`src/rtl/mem_loader_pkg.sv`:
```
// Shared constants and FSM state encoding for the byte-stream memory loader.
package loader_pkg;

  localparam logic [7:0] CMD_INST = 8'h49;
  localparam logic [7:0] CMD_DATA = 8'h44;
  localparam logic [7:0] CMD_GO   = 8'h47;

  typedef enum logic [2:0] {
    ST_IDLE    = 3'd0,
    ST_ADDR_L  = 3'd1,
    ST_ADDR_H  = 3'd2,
    ST_LEN_L   = 3'd3,
    ST_LEN_H   = 3'd4,
    ST_PAYLOAD = 3'd5,
    ST_CHK     = 3'd6
  } state_e;

endpackage

```
`src/rtl/mem_loader_if.sv`:
```
// Byte-stream valid/ready channel feeding the loader.
interface mem_loader_if;

  logic [7:0] s_data;
  logic       s_valid;
  logic       s_ready;

  modport master (output s_data, output s_valid, input  s_ready);
  modport slave  (input  s_data, input  s_valid, output s_ready);

endinterface

```
`src/rtl/mem_loader.sv`:
```
// Framed program/data loader: decodes I/D/G commands from a byte stream,
// writes instruction words and data bytes, and holds the core in reset until GO.
module mem_loader
  import loader_pkg::*;
#(
  parameter int IADDR_W = 6,
  parameter int DADDR_W = 8
) (
  input  logic               CLK,
  input  logic               RST,
  mem_loader_if.slave        s_if,
  output logic               inst_we,
  output logic [IADDR_W-1:0] inst_addr,
  output logic [31:0]        inst_wdata,
  output logic               data_we,
  output logic [DADDR_W-1:0] data_addr,
  output logic [7:0]         data_wdata,
  output logic               core_rst,
  output logic               done,
  output logic               err
);

  state_e             state_q;
  logic [15:0]        addr_q;
  logic [15:0]        len_q;
  logic [1:0]         lane_q;
  logic [23:0]        word_q;
  logic [7:0]         chk_q;
  logic               rej_q;
  logic               is_inst_q;
  logic               inst_we_q;
  logic [IADDR_W-1:0] inst_addr_q;
  logic [31:0]        inst_wdata_q;
  logic               data_we_q;
  logic [DADDR_W-1:0] data_addr_q;
  logic [7:0]         data_wdata_q;
  logic               core_rst_q;
  logic               done_q;
  logic               err_q;

  logic [15:0]        len_d;
  logic [7:0]         chk_d;

  assign len_d = {s_if.s_data, len_q[7:0]};
  assign chk_d = chk_q ^ s_if.s_data;

  // The loader never back-pressures; only reset withholds ready.
  assign s_if.s_ready = ~RST;

  // Frame decoder, datapath and registered write strobes.
  always_ff @(posedge CLK) begin
    if (RST) begin
      state_q      <= ST_IDLE;
      addr_q       <= 16'd0;
      len_q        <= 16'd0;
      lane_q       <= 2'd0;
      word_q       <= 24'd0;
      chk_q        <= 8'd0;
      rej_q        <= 1'b0;
      is_inst_q    <= 1'b0;
      inst_we_q    <= 1'b0;
      inst_addr_q  <= '0;
      inst_wdata_q <= 32'd0;
      data_we_q    <= 1'b0;
      data_addr_q  <= '0;
      data_wdata_q <= 8'd0;
      core_rst_q   <= 1'b1;
      done_q       <= 1'b0;
      err_q        <= 1'b0;
    end else begin
      inst_we_q <= 1'b0;
      data_we_q <= 1'b0;
      if (s_if.s_valid) begin
        case (state_q)
          ST_IDLE: begin
            if (s_if.s_data == CMD_GO) begin
              core_rst_q <= 1'b0;
              done_q     <= 1'b1;
            end else if ((s_if.s_data == CMD_INST) || (s_if.s_data == CMD_DATA)) begin
              // A load command always (re)asserts core reset, covering reload after GO.
              is_inst_q  <= (s_if.s_data == CMD_INST);
              chk_q      <= s_if.s_data;
              rej_q      <= 1'b0;
              core_rst_q <= 1'b1;
              done_q     <= 1'b0;
              state_q    <= ST_ADDR_L;
            end else begin
              err_q <= 1'b1;
            end
          end
          ST_ADDR_L: begin
            addr_q[7:0] <= s_if.s_data;
            chk_q       <= chk_d;
            state_q     <= ST_ADDR_H;
          end
          ST_ADDR_H: begin
            addr_q[15:8] <= s_if.s_data;
            chk_q        <= chk_d;
            state_q      <= ST_LEN_L;
          end
          ST_LEN_L: begin
            len_q[7:0] <= s_if.s_data;
            chk_q      <= chk_d;
            state_q    <= ST_LEN_H;
          end
          ST_LEN_H: begin
            len_q  <= len_d;
            chk_q  <= chk_d;
            lane_q <= 2'd0;
            if (is_inst_q && (len_d[1:0] != 2'd0)) begin
              err_q <= 1'b1;
              rej_q <= 1'b1;
            end
            state_q <= (len_d == 16'd0) ? ST_CHK : ST_PAYLOAD;
          end
          ST_PAYLOAD: begin
            chk_q <= chk_d;
            len_q <= len_q - 16'd1;
            if (len_q == 16'd1) begin
              state_q <= ST_CHK;
            end
            if (is_inst_q) begin
              lane_q <= lane_q + 2'd1;
              if (lane_q == 2'd3) begin
                if (!rej_q) begin
                  inst_we_q    <= 1'b1;
                  inst_addr_q  <= addr_q[IADDR_W-1:0];
                  inst_wdata_q <= {s_if.s_data, word_q};
                end
                addr_q <= addr_q + 16'd1;
              end else begin
                // Little-endian packing: earlier bytes shift down toward [7:0].
                word_q <= {s_if.s_data, word_q[23:8]};
              end
            end else begin
              data_we_q    <= 1'b1;
              data_addr_q  <= addr_q[DADDR_W-1:0];
              data_wdata_q <= s_if.s_data;
              addr_q       <= addr_q + 16'd1;
            end
          end
          ST_CHK: begin
            if (s_if.s_data != chk_q) begin
              err_q <= 1'b1;
            end
            rej_q   <= 1'b0;
            state_q <= ST_IDLE;
          end
          default: state_q <= ST_IDLE;
        endcase
      end
    end
  end

  assign inst_we    = inst_we_q;
  assign inst_addr  = inst_addr_q;
  assign inst_wdata = inst_wdata_q;
  assign data_we    = data_we_q;
  assign data_addr  = data_addr_q;
  assign data_wdata = data_wdata_q;
  assign core_rst   = core_rst_q;
  assign done       = done_q;
  assign err        = err_q;

endmodule

```
`src/flat_wrapper.sv`:
```
// flat-port wrapper written by rule: the top's interface ports become plain ports
module mem_loader_flat import loader_pkg::*;
#(
  parameter int IADDR_W = 6,
  parameter int DADDR_W = 8
)
  (CLK, RST, inst_we, inst_addr, inst_wdata, data_we, data_addr, data_wdata, core_rst, done, err, s_if_s_data, s_if_s_valid, s_if_s_ready);
  mem_loader_if s_if_i ();
  input  logic CLK;
  input  logic RST;
  output logic inst_we;
  output logic [IADDR_W-1:0] inst_addr;
  output logic [31:0] inst_wdata;
  output logic data_we;
  output logic [DADDR_W-1:0] data_addr;
  output logic [7:0] data_wdata;
  output logic core_rst;
  output logic done;
  output logic err;
  input wire logic [$bits(s_if_i.s_data)-1:0] s_if_s_data;
  input wire logic [$bits(s_if_i.s_valid)-1:0] s_if_s_valid;
  output wire logic [$bits(s_if_i.s_ready)-1:0] s_if_s_ready;
  assign s_if_i.s_data = s_if_s_data;
  assign s_if_i.s_valid = s_if_s_valid;
  assign s_if_s_ready = s_if_i.s_ready;
  mem_loader #(.IADDR_W(IADDR_W), .DADDR_W(DADDR_W)) u_core (.CLK(CLK), .RST(RST), .s_if(s_if_i), .inst_we(inst_we), .inst_addr(inst_addr), .inst_wdata(inst_wdata), .data_we(data_we), .data_addr(data_addr), .data_wdata(data_wdata), .core_rst(core_rst), .done(done), .err(err));
endmodule
```
`config.mk`:
```
export PLATFORM = sky130hd
export DESIGN_NAME = mem_loader_flat
export DESIGN_NICKNAME = d
export VERILOG_FILES = /design/src/rtl/mem_loader_pkg.sv /design/src/rtl/mem_loader_if.sv /design/src/rtl/mem_loader.sv /design/src/flat_wrapper.sv
export SDC_FILE = /design/constraint.sdc
export NUM_CORES = 1
export LEC_CHECK = 0
export BUFFER_PORTS_ARGS = -buffer_cell sky130_fd_sc_hd__buf_2
export CAP_MARGIN = 20
export CORE_UTILIZATION = 58
export DETAILED_ROUTE_END_ITERATION = 6
export MAX_ROUTING_LAYER = met4
export PLACE_DENSITY = 0.85
export SYNTH_ARGS = -nofsm -noshare
export SYNTH_HDL_FRONTEND = slang
export SYNTH_SLANG_ARGS = --single-unit
```
`constraint.sdc`:
```
create_clock -name CLK -period 2.39 [get_ports CLK]
set_clock_uncertainty 0.15 [all_clocks]
set_input_delay 0 -clock CLK [delete_from_list [all_inputs] [get_ports CLK]]
set_output_delay 0 -clock CLK [all_outputs]
set_load 0.01 [all_outputs]
```
==> results.md <==
| Metric | Reported |
| --- | --- |
| Status | finished clean |
| Slew headroom | 0.553 |
| Maximum operating frequency | 447 MHz |
| Filler cells | 688 |
| Vias per Instance | 6.01 |
| Largest buffer count on any clock path | 2 |
| Async set-or-reset flop fraction in the synthesized netlist | 0 |
| Total area of sequential cells | 0.00244 mm² |
| Synth unique cells | 63 |
| Data required time at the worst endpoint | 2700 ps |
| Number of global-route vias before repair | 5140 |
| Clock transition at the register clock pins on the worst setup and hold paths after CTS | 60 ps |
| Largest net degree at the start of global routing | 113 |
| Number of top-level design ports | 71 |
| Minimum clock period after layout | 2240 ps |
| All-layer global routing usage | 0.322 |
| Final core area utilization | 0.725 |
| Wire length after detailed routing | 15.5 mm |
| Net switching power | 1180 µW |
| Cell-by-cell listing of the critical path | inv_1, ha_1, or4b_4, or4_1, a21oi_1, a21oi_1, nor2_1 |
| Placement row count | 35 |
| Arrival time at the worst endpoint | 2550 ps |
| Switching fraction of total power | 0.245 |
| Register-to-register setup slack | 150 ps |
| Worst-Margin Slew | 665 ps |
| Share of total power in combinational logic | 0.044 |
| Leakage power | 0.00255 µW |
| Max cap viols | 0 |
| Antenna violations before repair | 0 |
| Finish-stage setup viols | 0 |
| Commonest cells in the netlist | 205 x sky130_fd_sc_hd__nand2_1, 122 x sky130_fd_sc_hd__dfxtp_1, 112 x sky130_fd_sc_hd__a21oi_1 |
| Crit Path Class | reg -> reg |
| RD Place Congestion | 0.902 |
| Most frequent cell on the critical path | sky130_fd_sc_hd__a21oi_1 |
| Layout cells sized above 1 | 0.167 |
| Setup tns final | 0 ps |
| Most common cell in the synthesized netlist | sky130_fd_sc_hd__nand2_1 |
| Post-Synthesis Cell Area | 0.00556 mm² |
| Parity-gate share of the synthesized area counting xor and xnor cells | 0.0189 |
| Area contributors post-synth | sky130_fd_sc_hd__dfxtp_1 44%, sky130_fd_sc_hd__nand2_1 14%, sky130_fd_sc_hd__a21oi_1 10%, sky130_fd_sc_hd__clkbuf_1 3.0%, sky130_fd_sc_hd__o21ai_0 2.8% |
| Clock insertion delay at the later pin of the skew report | 530 ps |
| RSZ-0062 raised after global routing | false |
| Clock buffers created by TritonCTS | 17 |
| Pwr dens | 719 mW/mm² |
| Number of sinks handled by clock tree synthesis | 122 |
| Slowest-stage cell, CP | sky130_fd_sc_hd__or4b_4 |
| Synth warnings | 0 |
| Area enclosed by the die boundary | 0.00997 mm² |
| Total area of multi-input combinational cells | 0.00285 mm² |
| Router iterations before antenna repair | 5 |
| Ant diodes | 0 |
| Number of nets with antenna violations after detailed routing | 0 |
| Mux contribution to synthesized area | 0.0128 |
| Startpoint of the tightest hold check path | s_if_s_data[3] |
| Post-Synth Adder-Cell Area | 0.0113 |
| Sequential-to-total area share from yosys stat | 0.440 |
| Die extent in y | 99.9 µm |
| Drt wl/cell | 16.5 µm |
| Net count after synthesis | 751 |
| Most area-hungry cell type in the Yosys netlist | sky130_fd_sc_hd__dfxtp_1 |
| Number of buffers inserted by port buffering | 70 |
| Worst hold path class | in -> reg |
| Count of routing violations after the opening detailed-route iteration | 449 |
| Simple-gate area share of the yosys netlist | 0.250 |
| Total core area | 0.00924 mm² |
| Worst Hold Depth | 4 |
| Flop pwr share | 0.424 |
| Area Overhead vs Synth | 20.5% |
| Post-detailed-route DRC marker count | 0 |
| Floorplan die width | 99.9 µm |
| Yosys top cell area share | 0.440 |
| Tcrit/Tclk final | 0.936 |
| Internal power | 3640 µW |
| Worst Hold Path EP | u_core.data_wdata[3] |
| EDFF count, synth | 0 |
| Number of standard cells after synthesis | 735 |
| Cell at the root of the clock tree | sky130_fd_sc_hd__clkbuf_8 |
| Leading register cell type out of synthesis | sky130_fd_sc_hd__dfxtp_1 |
| Register-to-Register Path Depth | 7 |
| Largest voltage drop on the vdd net | 0.484 mV |
| Synth Area in Compound Gates | 0.219 |
| Mean instance size in the synthesized netlist | 7.56 µm² |
| Number of hold-slack violations in the final timing report | 0 |
| Post-DP HPWL | 9.45 mm |
| Grt total ovfl | 0 |
| Total via count in the routed design | 5633 |
| FF-to-FF End | u_core.len_q[8] |
| Startpoint of the worst register-to-register path | u_core.len_q[0] |
| Layout net count | 811 |
| Critical path buffers and inverters | 1 |
| Number of pins with negative max-slew slack in the final report | 0 |
| Dominant delay contributor by cell family on the critical path | simple AND/OR/NAND/NOR gates |
| CTS tree | done |
| Critical path fanouts, max | 8 |
| Largest incremental delay on the critical path | 540 ps |
| First-pass GRT wire length | 24.8 mm |
| Deepest level of the CTS H-tree | 4 |
| Flip-flop and latch count after synthesis | 122 |
| Clock power share | 0.531 |
| Startpoint type of the worst setup path | flip-flop |
| Main combinational cell family by area after synthesis | simple AND/OR/NAND/NOR gates |
| Crit. End Element | flip-flop |
| Initial cell density of the core | 0.601 |
logic make-up (layout without fill, tap and decap cells):
| kind of cell | count (synthesis) | in the layout |
|---|---|---|
| buffers and inverters | 67 | 140 |
| adder cells (fa/ha/maj) | 5 | 5 |
| XOR/XNOR | 12 | 12 |
| AO/OA/AOI/OAI | 205 | 205 |
| AND/OR/NAND/NOR | 317 | 317 |
| flip-flops | 122 | 122 |
| multiplexers | 7 | 7 |
repair_timing:
| item | in CTS | in global routing |
|---|---|---|
| hold buffers | 10 | 0 |
| resized for setup | 0 | 1 |
| endpoints found under the hold margin | 122 | 0 |
| setup buffers | 0 | 0 |
| endpoints found under the setup margin | 0 | 3 |
layer usage:
| layer | GRT usage | wire, µm | vias up |
|---|---|---|---|
| met3 | 0.0613 | 1120 | 50 |
| met2 | 0.514 | 7480 | 292 |
| li1 | - | - | 2649 |
| met1 | 0.399 | 6480 | 2642 |
| met5 | - | 0 | - |
| met4 | 0.140 | 411 | 0 |
tightest hold or removal path, stage by stage:
cell and delay, ps:
sky130_fd_sc_hd__dlygate4sd3_1 540, sky130_fd_sc_hd__buf_2 230, sky130_fd_sc_hd__nand2_1 90, sky130_fd_sc_hd__a21oi_1 50
placed cells by master (no fill, tap or decap), types with 3 or more instances in the layout:
| master | netlist | layout |
|---|---|---|
| sky130_fd_sc_hd__xor2_1 | 8 | 8 |
| sky130_fd_sc_hd__o22ai_1 | 4 | 4 |
| sky130_fd_sc_hd__or2_2 | 3 | 3 |
| sky130_fd_sc_hd__inv_1 | 9 | 9 |
| sky130_fd_sc_hd__o211ai_1 | 3 | 3 |
| sky130_fd_sc_hd__nor2_1 | 32 | 32 |
| sky130_fd_sc_hd__o221ai_1 | 6 | 6 |
| sky130_fd_sc_hd__and2_1 | 9 | 9 |
| sky130_fd_sc_hd__nand2_1 | 205 | 205 |
| sky130_fd_sc_hd__or3_1 | 6 | 6 |
| sky130_fd_sc_hd__o21ai_0 | 31 | 31 |
| sky130_fd_sc_hd__ha_1 | 5 | 5 |
| sky130_fd_sc_hd__clkbuf_16 | 0 | 16 |
| sky130_fd_sc_hd__a22oi_1 | 3 | 3 |
| sky130_fd_sc_hd__dfxtp_1 | 122 | 122 |
| sky130_fd_sc_hd__nor3_1 | 13 | 13 |
| sky130_fd_sc_hd__nor2b_1 | 4 | 4 |
| sky130_fd_sc_hd__inv_6 | 0 | 8 |
| sky130_fd_sc_hd__a31oi_1 | 6 | 6 |
| sky130_fd_sc_hd__nor4_1 | 4 | 4 |
| sky130_fd_sc_hd__and3_1 | 3 | 3 |
| sky130_fd_sc_hd__nand3b_1 | 3 | 3 |
| sky130_fd_sc_hd__dlygate4sd3_1 | 0 | 10 |
| sky130_fd_sc_hd__a32o_1 | 4 | 4 |
| sky130_fd_sc_hd__a211oi_1 | 6 | 6 |
| sky130_fd_sc_hd__o21ai_1 | 5 | 5 |
| sky130_fd_sc_hd__nand3_1 | 15 | 15 |
| sky130_fd_sc_hd__mux2i_1 | 6 | 6 |
| sky130_fd_sc_hd__a21oi_1 | 112 | 112 |
| sky130_fd_sc_hd__buf_2 | 10 | 69 |
| sky130_fd_sc_hd__buf_4 | 0 | 18 |
| sky130_fd_sc_hd__a31o_1 | 5 | 5 |
| sky130_fd_sc_hd__nand4_1 | 3 | 3 |
| sky130_fd_sc_hd__xnor2_1 | 4 | 4 |
| sky130_fd_sc_hd__o31ai_1 | 4 | 4 |
| sky130_fd_sc_hd__nand2b_1 | 4 | 4 |
worst max path at each step:
| stage | slack (ps) | from | cells past startpoint | endpoint |
|---|---|---|---|---|
| 6_report | 150 | u_core.len_q[0] | 7 | u_core.len_q[8] |
| 5_1_grt | 50 | u_core.state_q[2] | 6 | u_core.state_q[1] |
| 4_1_cts | 80 | u_core.len_q[0] | 7 | u_core.len_q[8] |
| 3_5_place_dp | 90 | u_core.len_q[0] | 7 | u_core.len_q[8] |
| 3_3_place_gp | 170 | u_core.len_q[0] | 7 | u_core.len_q[8] |
| 2_1_floorplan | 230 | u_core.len_q[0] | 8 | u_core.len_q[8] |
sequential cells by signal, summed over array words and instances, names as in the netlist, 2 cells and up:
signal             cells
u_core.addr_q          8
u_core.chk_q           8
u_core.data_addr       8
u_core.data_wdata      8
u_core.inst_addr       6
u_core.inst_wdata     32
u_core.lane_q          2
u_core.len_q          16
u_core.state_q         3
u_core.word_q         24
power groups by stage:
| stage | logic, µW | registers (µW) | clock network (µW) |
|---|---|---|---|
| 3_3_place_gp | 187 | 2090 | 0 |
| 3_5_place_dp | 190 | 2090 | 0 |
| 2_1_floorplan | 130 | 2090 | 0 |
| 6_report | 214 | 2040 | 2560 |
| 5_1_grt | 230 | 2040 | 2670 |
| 4_1_cts | 206 | 2040 | 2560 |
area by class of cell:
type	instances	area share
clock buffers	17	0.0618
clock inverters	15	0.0260
inverters	9	0.00504
multi-input cells	546	0.426
flip-flops and latches	122	0.365
well taps	129	0.0241
repair buffers	99	0.0927
stage by stage:
step	hold WS (ps)	area [µm²]	setup slack, ps	total power (µW)	instances
6_report	295	6700	152	4810	937
5_1_grt	313	6700	53.4	4940	937
4_1_cts	282	6690	79.5	4810	937
3_5_place_dp	246	6000	91.5	2280	895
3_3_place_gp	247	6000	170	2270	895
2_1_floorplan	81.1	5560	232	2220	735
Note: power is estimated with default switching activity, not from simulation.
